## config.mk

```make
export PLATFORM = sky130hd
export DESIGN_NAME = instr_encoder
export DESIGN_NICKNAME = d
export VERILOG_FILES = /design/src/rtl/instr_encoder.sv
export SDC_FILE = /design/constraint.sdc
export NUM_CORES = 1
export LEC_CHECK = 0
export BUFFER_PORTS_ARGS = -buffer_cell sky130_fd_sc_hd__buf_2
export CAP_MARGIN = 20
export CORE_MARGIN = 2
export CORE_UTILIZATION = 30
export CTS_CLUSTER_DIAMETER = 120
export DETAILED_ROUTE_END_ITERATION = 10
export GPL_ROUTABILITY_DRIVEN = 0
export REMOVE_ABC_BUFFERS = 1
export SETUP_SLACK_MARGIN = 0.15
export SLEW_MARGIN = 5
export SYNTH_ARGS = -nofsm -noshare
export SYNTH_HDL_FRONTEND = slang
export SYNTH_SLANG_ARGS = --single-unit
export TNS_END_PERCENT = 1
```

## constraint.sdc

```tcl
create_clock -name clk -period 6.1 [get_ports clk]
set_input_delay 0 -clock clk [delete_from_list [all_inputs] [get_ports clk]]
set_output_delay 0 -clock clk [all_outputs]
set_load 0.05 [all_outputs]
```

## src/rtl/instr_encoder.sv

```systemverilog
// Encodes ADD/ADDI/BEQ/JAL/JALR requests into RV32I words and writes them to instruction memory.
// One word per two cycles; req_ready only in ACCEPT; sticky done/err end a session until the next start.
module instr_encoder #(
  parameter int unsigned MEM_WORDS = 256,
  parameter logic [31:0] BASE_ADDR = 32'h0000_0000
) (
  input  logic        clk,
  input  logic        rst_n,
  input  logic        start,
  input  logic        req_valid,
  output logic        req_ready,
  input  logic [2:0]  req_op,
  input  logic [4:0]  req_rd,
  input  logic [4:0]  req_rs1,
  input  logic [4:0]  req_rs2,
  input  logic [20:0] req_imm,
  input  logic        req_last,
  output logic        imem_we,
  output logic [31:0] imem_addr,
  output logic [31:0] imem_wdata,
  output logic [16:0] count,
  output logic        done,
  output logic        err,
  output logic [1:0]  err_code
);

  typedef enum logic [2:0] {S_IDLE, S_ACCEPT, S_WRITE, S_DONE, S_ERR} state_t;

  localparam logic [16:0] MEM_WORDS_C = 17'(MEM_WORDS);

  state_t      state_q, state_d;
  logic [31:0] imem_addr_q, imem_addr_d;
  logic [31:0] wr_addr_q, wr_addr_d;
  logic [31:0] wdata_q, wdata_d;
  logic [16:0] count_q, count_d;
  logic        done_q, done_d;
  logic        err_q, err_d;
  logic [1:0]  err_code_q, err_code_d;
  logic        last_q, last_d;

  logic        xfer, op_illegal, imm_bad, mem_full, fits12, fits13;
  logic [31:0] enc_word;

  assign xfer     = req_valid && (state_q == S_ACCEPT);
  assign mem_full = (count_q == MEM_WORDS_C);
  assign fits12   = (req_imm[20:11] == {10{req_imm[11]}});
  assign fits13   = (req_imm[20:12] == {9{req_imm[12]}});

  // Fields an op does not use are simply left out of its encoding and checks.
  always_comb begin
    enc_word   = 32'h0;
    op_illegal = 1'b0;
    imm_bad    = 1'b0;
    case (req_op)
      3'b000: enc_word = {7'b0, req_rs2, req_rs1, 3'b000, req_rd, 7'b0110011};
      3'b001: begin
        enc_word = {req_imm[11:0], req_rs1, 3'b000, req_rd, 7'b0010011};
        imm_bad  = !fits12;
      end
      3'b010: begin
        enc_word = {req_imm[12], req_imm[10:5], req_rs2, req_rs1, 3'b000,
                    req_imm[4:1], req_imm[11], 7'b1100011};
        imm_bad  = !fits13 || req_imm[0];
      end
      3'b011: begin
        enc_word = {req_imm[20], req_imm[10:1], req_imm[11], req_imm[19:12],
                    req_rd, 7'b1101111};
        imm_bad  = req_imm[0];
      end
      3'b100: begin
        enc_word = {req_imm[11:0], req_rs1, 3'b000, req_rd, 7'b1100111};
        imm_bad  = !fits12;
      end
      default: op_illegal = 1'b1;
    endcase
  end

  always_ff @(posedge clk or negedge rst_n) begin
    if (!rst_n) begin
      state_q <= S_IDLE;
    end else begin
      state_q <= state_d;
    end
  end

  always_comb begin
    state_d = state_q;
    if (start) begin
      state_d = S_ACCEPT;
    end else begin
      case (state_q)
        S_ACCEPT: if (xfer) state_d = (op_illegal || mem_full || imm_bad) ? S_ERR : S_WRITE;
        S_WRITE:  state_d = last_q ? S_DONE : S_ACCEPT;
        default:  state_d = state_q;
      endcase
    end
  end

  always_comb begin
    req_ready = (state_q == S_ACCEPT);
    imem_we   = (state_q == S_WRITE);
  end

  // imem_addr is loaded only at an accepted transfer so it holds between writes;
  // wr_addr tracks the next free location.
  always_comb begin
    imem_addr_d = imem_addr_q;
    wr_addr_d   = wr_addr_q;
    wdata_d     = wdata_q;
    count_d     = count_q;
    done_d      = done_q;
    err_d       = err_q;
    err_code_d  = err_code_q;
    last_d      = last_q;
    if (start) begin
      wr_addr_d  = BASE_ADDR;
      count_d    = 17'd0;
      done_d     = 1'b0;
      err_d      = 1'b0;
      err_code_d = 2'b00;
      last_d     = 1'b0;
    end else if (xfer) begin
      if (op_illegal) begin
        err_d      = 1'b1;
        err_code_d = 2'b01;
      end else if (mem_full) begin
        err_d      = 1'b1;
        err_code_d = 2'b11;
      end else if (imm_bad) begin
        err_d      = 1'b1;
        err_code_d = 2'b10;
      end else begin
        wdata_d     = enc_word;
        imem_addr_d = wr_addr_q;
        last_d      = req_last;
      end
    end else if (state_q == S_WRITE) begin
      count_d   = count_q + 17'd1;
      wr_addr_d = wr_addr_q + 32'd4;
      if (last_q) done_d = 1'b1;
    end
  end

  always_ff @(posedge clk or negedge rst_n) begin
    if (!rst_n) begin
      imem_addr_q <= BASE_ADDR;
      wr_addr_q   <= BASE_ADDR;
      wdata_q     <= 32'h0;
      count_q     <= 17'd0;
      done_q      <= 1'b0;
      err_q       <= 1'b0;
      err_code_q  <= 2'b00;
      last_q      <= 1'b0;
    end else begin
      imem_addr_q <= imem_addr_d;
      wr_addr_q   <= wr_addr_d;
      wdata_q     <= wdata_d;
      count_q     <= count_d;
      done_q      <= done_d;
      err_q       <= err_d;
      err_code_q  <= err_code_d;
      last_q      <= last_d;
    end
  end

  assign imem_addr  = imem_addr_q;
  assign imem_wdata = wdata_q;
  assign count      = count_q;
  assign done       = done_q;
  assign err        = err_q;
  assign err_code   = err_code_q;

endmodule

```

# == Word-level counts from Yosys, hierarchy flattened ==
# Index checks and enable logic that the tools add are counted.
# classes
add_sub_neg,2
mul,0
div,0
n_lt_le_gt_ge,0
eq_ne,14
n_shift,0
muxes,33
n_bitwise,3
reduce_logical,20
# ops
cell,n
$pmux W32 S5,1
$mux W32,3
$mux W17,3
$add A32 B3 Y32 const B,1
$add A17 B1 Y17 const B,1
$eq A17 B9 Y1 const B,1
$mux W1,15
$mux W2,6
$eq A3 B2 Y1 const B,3
$eq A9 B9 Y1,1
$mux W3,3
$eq A8 B8 Y1,1
$reduce_bool A2 Y1,4
$eq A3 B1 Y1 const B,2
$ne A2 B2 Y1 const B,3
$pmux W3 S2,1
$reduce_and A2 Y1,3
$reduce_and A5 Y1,1
$reduce_or A5 Y1,1
$ne A4 B1 Y1 const B,1
$reduce_and A4 Y1,1
$eq A3 B3 Y1 const B,1
$logic_not A3 Y1,1
$logic_or A1 B1 Y1,3
other kinds (8),11
# word_totals
reg_bits,121
latchBits,0
ramBits,0
romBits,0
inputBits,44
output_inout_bits,87
word_cells,81
memories,0

# == Longest topological paths before layout ==
# Gate-level depths: netlist of the first run.
# depth
word_depth,9
ltp_mapped,9
depth_no_buf,7

# == Least setup slack after synthesis of the first run ==
# Ideal clock, no wire load.
# synth_path
kind,register to register
from,reg state_q[2]
to,"reg imem_addr_q[10], in the netlist imem_addr[10]"
setup_ns,0.125
arrival_time_ns,2.729
required_time_ns,5.975
setup_slack_ns,3.246
stages_incl_launch_ff,7
path_buffers,2
period_less_slack_ns,2.854
path_cell_list,dfrtp_1 > nor3b_1 > and2_1 > and4_1 > buf_6 > buf_6 > mux2_4
# synth_via
elab_chain_len,3
# synth_lines
element,line,text
"start, declared",31,"state_t state_q, state_d;"
"start signal, assigned",82,state_q <= state_d;
$eq A3 B1 Y1,-,
net req_ready,11,"output logic req_ready,"
$logic_and A1 B1 Y1,44,assign xfer = req_valid && (state_q == S_ACCEPT);
$reduce_and A5 Y1 (no line),-,
"end signal, assigned",155,imem_addr_q <= imem_addr_d;
"end, declared",32,"logic [31:0] imem_addr_q, imem_addr_d;"
# The timed path passes the listed nets, and every way through them passes these cells.
# A chain may end at the register's enable or synchronous reset.

# == Final worst setup path of the first run ==
# layout_path
from,"reg count_q[0], in the netlist count[0]"
to,"reg wdata_q[17], in the netlist imem_wdata[17]"
# layout_via
elab_chain_len,3
# layout_lines
element,line,text
"start, declared",35,"logic [16:0] count_q, count_d;"
"start signal, assigned",158,count_q <= count_d;
$eq A17 B9 Y1,45,assign mem_full = (count_q == MEM_WORDS_C);
$not A1 Y1 (no line),-,
$reduce_and A5 Y1 (no line),-,
"end signal, assigned",157,wdata_q <= wdata_d;
"end, declared",34,"logic [31:0] wdata_q, wdata_d;"
# No other way between the ends.

==> out/results.txt, run 1 <==
asr flop ratio synth = 100%
vias after detailed routing = 4284
endpoints failing setup = 0
worst vdd ir = 0.192 mV
global-route wire length before repair = 22400 um
vias in the first global route = 4230
non-filler cells, final = 906
Final ANT Viol Nets = 0
switching share of power = 32.7%
flop-to-flop setup slack = 3.01 ns
share of cells above drive strength 1 = 32.4%
drt wl/cell = 15.4 um
HPWL Detailed = 9030 um
clock sinks = 116
worst hold stages = 4
Hold Path End = imem_wdata[23]
Horiz. Die Dim = 142 um
fin area = 7520 um^2
final hold vios = 0
RSZ-0062 raised after global routing = no
clock share of power = 42.1%
sequential cell area fraction in the yosys report = 50.7%
total negative slack = 0 ns
Placement Cell Area = 6520 um^2
Ant. Diodes = 0
port bufs = 128
Layout Skew = 0.00689 ns
reg2reg start = count[0]
fmax = 0.324 GHz
status = completed
area grow syn2layout = 31.4%
mapped cell area = 5730 um^2
routed wire length = 13900 um
top post-synthesis cells by area = dfrtp_1 51%, mux2_4 13%, xor2_1 4.0%
Cell variety after synth = 47
Via density = 4.73
Inserted Clock Buffers = 17
Slew @ Worst Pin = 0.908 ns
Worst Path Arrival = 3.39 ns
post-synth top area share = 50.7%
initial core utilization = 30.6%
Final Util = 40.2%
total grt overflow = 0
met1 usage = 19.1%
static leakage = 0.00363 uW
Gate power share = 24.2%
clock period minus worst slack = 3.09 ns
multi-input logic area = 2590 um^2
fin. max-slew vios = 0
max_slew headroom = 39.5%
Reg area = 2900 um^2
num ports = 131
crit-path max FO = 42
Die ar. = 20200 um^2
Hold Path Class = in -> reg
# fillers = 1776
M3 GR Usage = 3.70%
H-Tree Depth = 4
initial antenna violation count = 0
later-pin clock latency in the skew report = 0.42 ns
root buffer cell = clkbuf_16
worst path required time = 6.40 ns
Setup CP Type = reg -> reg
Power Dens Cells = 361 nW/um^2
Fin Hold WS = 0.0222 ns
die height = 142 um
Ys Warns = 0
Clock Tree Buf Depth = 2
fin crit share = 50.7%
CTS clk-pin slew, worst paths = 0.06 ns
largest net degree at the start of global routing = 72
Max Cap Viol = 0
worst reg2reg path endpoint = imem_wdata[17]
cell taking the most area after synthesis = dfrtp_1
Total GRT Usage = 14.2%
Nets = 706
Iteration-0 DRC Markers = 188
crit path capture type = flop
Resize count post-CTS = 0
Placed Cells = 841
Main synth FF type = dfrtp_1
Worst setup SP type = flop
hold wc startpoint = req_rs2[3]
Residual DRC = 0
syn_area_per_cell = 11.4 um^2
register share of total power = 33.7%
Cell Int Power = 1830 uW
Synth Instances = 502
first-pass detailed-route iteration total = 4
GR Util met2 = 21.7%
num rows = 50
Psw = 886 uW
core area = 18700 um^2
register bit total from synthesis = 116
worst r2r path cells = 8
CTS tree = built
Post-synth EDFFs = 0
busiest grt layer = met2
commonest non-fill, non-tap cell in the layout = buf_2
most frequent cells in the layout = 127 x buf_2, 116 x dfrtp_1, 49 x nor2_1, 48 x mux2_4, 43 x nand2_1
==> power groups by stage <==
stage	logic, uW	clock network, uW	registers, uW
CTS	661	1170	911
finish	657	1140	913
floorplan	166	0	1230
global placement	635	0	922
detailed placement	644	0	923
global route	688	1210	925
==> timing repair <==
item                      in CTS  in global routing
hold buffers                  33                  0
setup buffers                  0                  0
hold endpoints to repair      73                  0
==> registers in the layout, summed over array words and instances, names as in the netlist <==
signal,count
last_q,1
state_q,3
err,1
imem_wdata,31
err_code,2
count,17
wr_addr_q,30
imem_addr,30
done,1
==> layout make-up <==
cell class              instances  area share [%]
inverters                      19           0.948
repair buffers                164            13.2
well taps                     234            3.89
clock buffers                  19            5.89
multi-input cells             341            34.4
flip-flops and latches        116            38.6
clock inverters                13            3.04
==> logic make-up after synthesis <==
logic type                 after synthesis  synth area share (%)
xor gates and xnor gates                40                  6.12
DFF                                    116                  50.7
and+or+nand+nor                        171                  14.8
adders and majority gates                3                 0.656
other                                    1                0.0655
buffers and inverters                   46                  4.20
AOI/OAI and AO/OA                       57                  7.32
muxes                                   68                  16.1
==> Yosys cell counts (all sizes together) (3+ instances only) <==
cell type and count:
dfrtp 116, mux2 50, nor2 49, nand2 43
xor2 26, o21ai 20, inv 19, nand3 19
mux2i 18, buf 15, a21oi 14, xnor2 14
clkbuf 12, nand4 11, and4 10, nor3 7
and2 6, or3 6, a22o 5, a22oi 5
and3 5, nor4 4, ha 3, o21a 3
==> per-layer routing <==
metal  vias to the layer above  wire length (um)
met1                      2075              6780
met2                       120              6310
met4                         0               229
met5                         -                 0
met3                        22               628
li1                       2067                 -
==> metrics by stage <==
stage               worst slack, ns  total power [uW]
finish                         3.01              2710
global route                   2.82              2820
CTS                            2.95              2750
detailed placement             2.98              1570
global placement               3.09              1560
floorplan                      1.33              1390
==> critical path, cell delays in order, from the launching register on <==
cell     delay (ns)
dfrtp_1        0.43
inv_1          0.07
ha_1           0.18
nor4b_1        0.13
a41oi_1        0.31
o311a_1        0.28
and4_4         0.50
buf_4          0.68
mux2_4         0.36
==> worst max path at each step <==
| stage | startpoint | to | slack (ns) | cells past startpoint |
|---|---|---|---|---|
| 3_5_place_dp | count[0] | imem_wdata[10] | 2.98 | 8 |
| 4_1_cts | count[0] | imem_addr[21] | 2.95 | 8 |
| 5_1_grt | count[0] | imem_wdata[17] | 2.82 | 8 |
| 2_1_floorplan | state_q[2] | imem_addr[26] | 1.33 | 4 |
| 3_3_place_gp | count[0] | imem_addr[16] | 3.09 | 8 |
| 6_report | count[0] | imem_wdata[17] | 3.01 | 8 |
(Power assumes the default switching activity.)
==> inputs of run 2 (changes only) <==
- clock period: 6.1 -> 2.8 ns (I/O delays scaled with it)
==> out/results.txt, run 2 (synthesized netlist as in run 1, its figures left out) <==
status = completed
non-filler cells, final = 915
worst r2r path cells = 8
drt wl/cell = 15.0 um
fmax = 0.411 GHz
hold wc startpoint = req_imm[11]
max reg flops = 31
HPWL Detailed = 9180 um
Iteration-0 DRC Markers = 209
Setup CP Type = reg -> reg
clock period minus worst slack = 2.43 ns
Total GRT Usage = 14.3%
Hold Path Class = in -> reg
crit-path max FO = 26
final hold vios = 0
largest net degree at the start of global routing = 50
vias after detailed routing = 4319
worst reg2reg path endpoint = imem_addr[12]
Max Cap Viol = 0
die height = 142 um
Hold Path End = imem_wdata[31]
Ant. Diodes = 0
flop-to-flop setup slack = 0.37 ns
Final ANT Viol Nets = 0
CTS tree = built
Resize count post-CTS = 0
Slew @ Worst Pin = 0.690 ns
fin area = 7610 um^2
total grt overflow = 0
Worst Path Arrival = 2.73 ns
num ports = 131
global-route wire length before repair = 22600 um
Die ar. = 20200 um^2
clock sinks = 116
Via density = 4.72
area grow syn2layout = 32.8%
port bufs = 128
Nets = 717
root buffer cell = clkbuf_16
CTS clk-pin slew, worst paths = 0.06 ns
Power Dens Cells = 759 nW/um^2
Placement Cell Area = 6600 um^2
fin crit share = 86.9%
endpoints failing setup = 0
Placed Cells = 847
worst hold stages = 4
Layout Skew = 0.00990 ns
Pwr Total = 5770 uW
Residual DRC = 0
num rows = 50
core area = 18700 um^2
Worst setup SP type = flop
worst path required time = 3.10 ns
commonest non-fill, non-tap cell in the layout = buf_2
Final Util = 40.7%
reg2reg start = count[0]
fin. max-slew vios = 0
initial core utilization = 30.6%
Clock Tree Buf Depth = 2
Horiz. Die Dim = 142 um
RSZ-0062 raised after global routing = no
first-pass detailed-route iteration total = 4
worst vdd ir = 0.412 mV
H-Tree Depth = 4
max_slew headroom = 53.8%
crit path capture type = flop
later-pin clock latency in the skew report = 0.42 ns
initial antenna violation count = 0
static leakage = 0.00368 uW
vias in the first global route = 4274
share of cells above drive strength 1 = 33.3%
total negative slack = 0 ns
most frequent cells in the layout = 127 x buf_2, 116 x dfrtp_1, 49 x nor2_1, 48 x mux2_4, 43 x nand2_1
routed wire length = 13800 um
Inserted Clock Buffers = 17
-- run 2: changes by cell type in the layout (fill, tap and decap cells not counted) --
cell	before	now
clkbuf_1	1	0
buf_4	4	11
clkinv_4	2	1
inv_6	1	0
clkbuf_8	1	4
bufinv_16	6	4
buf_12	0	3
dlygate4sd3_1	33	34
-- run 2: worst max-delay path by stage --
stage	slack, ns	end	depth (start not counted)	startpoint
after floorplan	-1.97	imem_addr[26]	4	state_q[2]
after global placement	0.35	imem_addr[26]	8	count[0]
after detailed placement	0.25	imem_addr[26]	8	count[0]
after CTS	0.24	imem_addr[26]	8	count[0]
after global routing	0.20	imem_wdata[11]	8	count[0]
final	0.37	imem_addr[12]	8	count[0]
-- run 2: repair_timing --
| item | in CTS | in global routing |
|---|---|---|
| setup buffers | 0 | 4 |
| hold buffers | 34 | 0 |
| setup endpoints to repair | 0 | 46 |
| endpoints found under the hold margin | 75 | 0 |
-- run 2: per-layer routing --
layer	vias up	routed length [um]	global-route usage [%]
met5	-	0	0
met3	19	713	4.74
met2	110	6260	21.9
li1	2092	-	-
met1	2098	6530	18.8
met4	0	259	5.42
-- run 2: critical path, cell delays in order (launching register included) --
cell	delay (ns)
dfrtp_1	0.42
inv_1	0.06
ha_1	0.19
nor4b_1	0.14
a41oi_1	0.33
o311a_1	0.28
and4_4	0.33
buf_12	0.24
mux2_4	0.32
-- run 2: cell type report --
type	count	area [um^2]
clock buffer	21	480
clock inverter	9	151
fill	1808	11100
inverter	19	71.3
multi-input combinational	341	2590
sequential	116	2900
tap	234	293
timing repair buffer	175	1120
-- run 2: power breakdown --
| group | switching [uW] | internal, uW | total (uW) |
|---|---|---|---|
| combinational | 1020 | 431 | 1450 |
| sequential | 113 | 1870 | 1980 |
| clock | 771 | 1570 | 2340 |
| total | 1900 | 3870 | 5770 |
-- run 2: through the flow --
step / setup WS (ns) / hold WS, ns
finish: 0.367 / 0.0243
global route: 0.203 / 0.0131
CTS: 0.239 / 0.00225
detailed placement: 0.250 / 0.0530
global placement: 0.352 / 0.0541
floorplan: -1.97 / -0.296
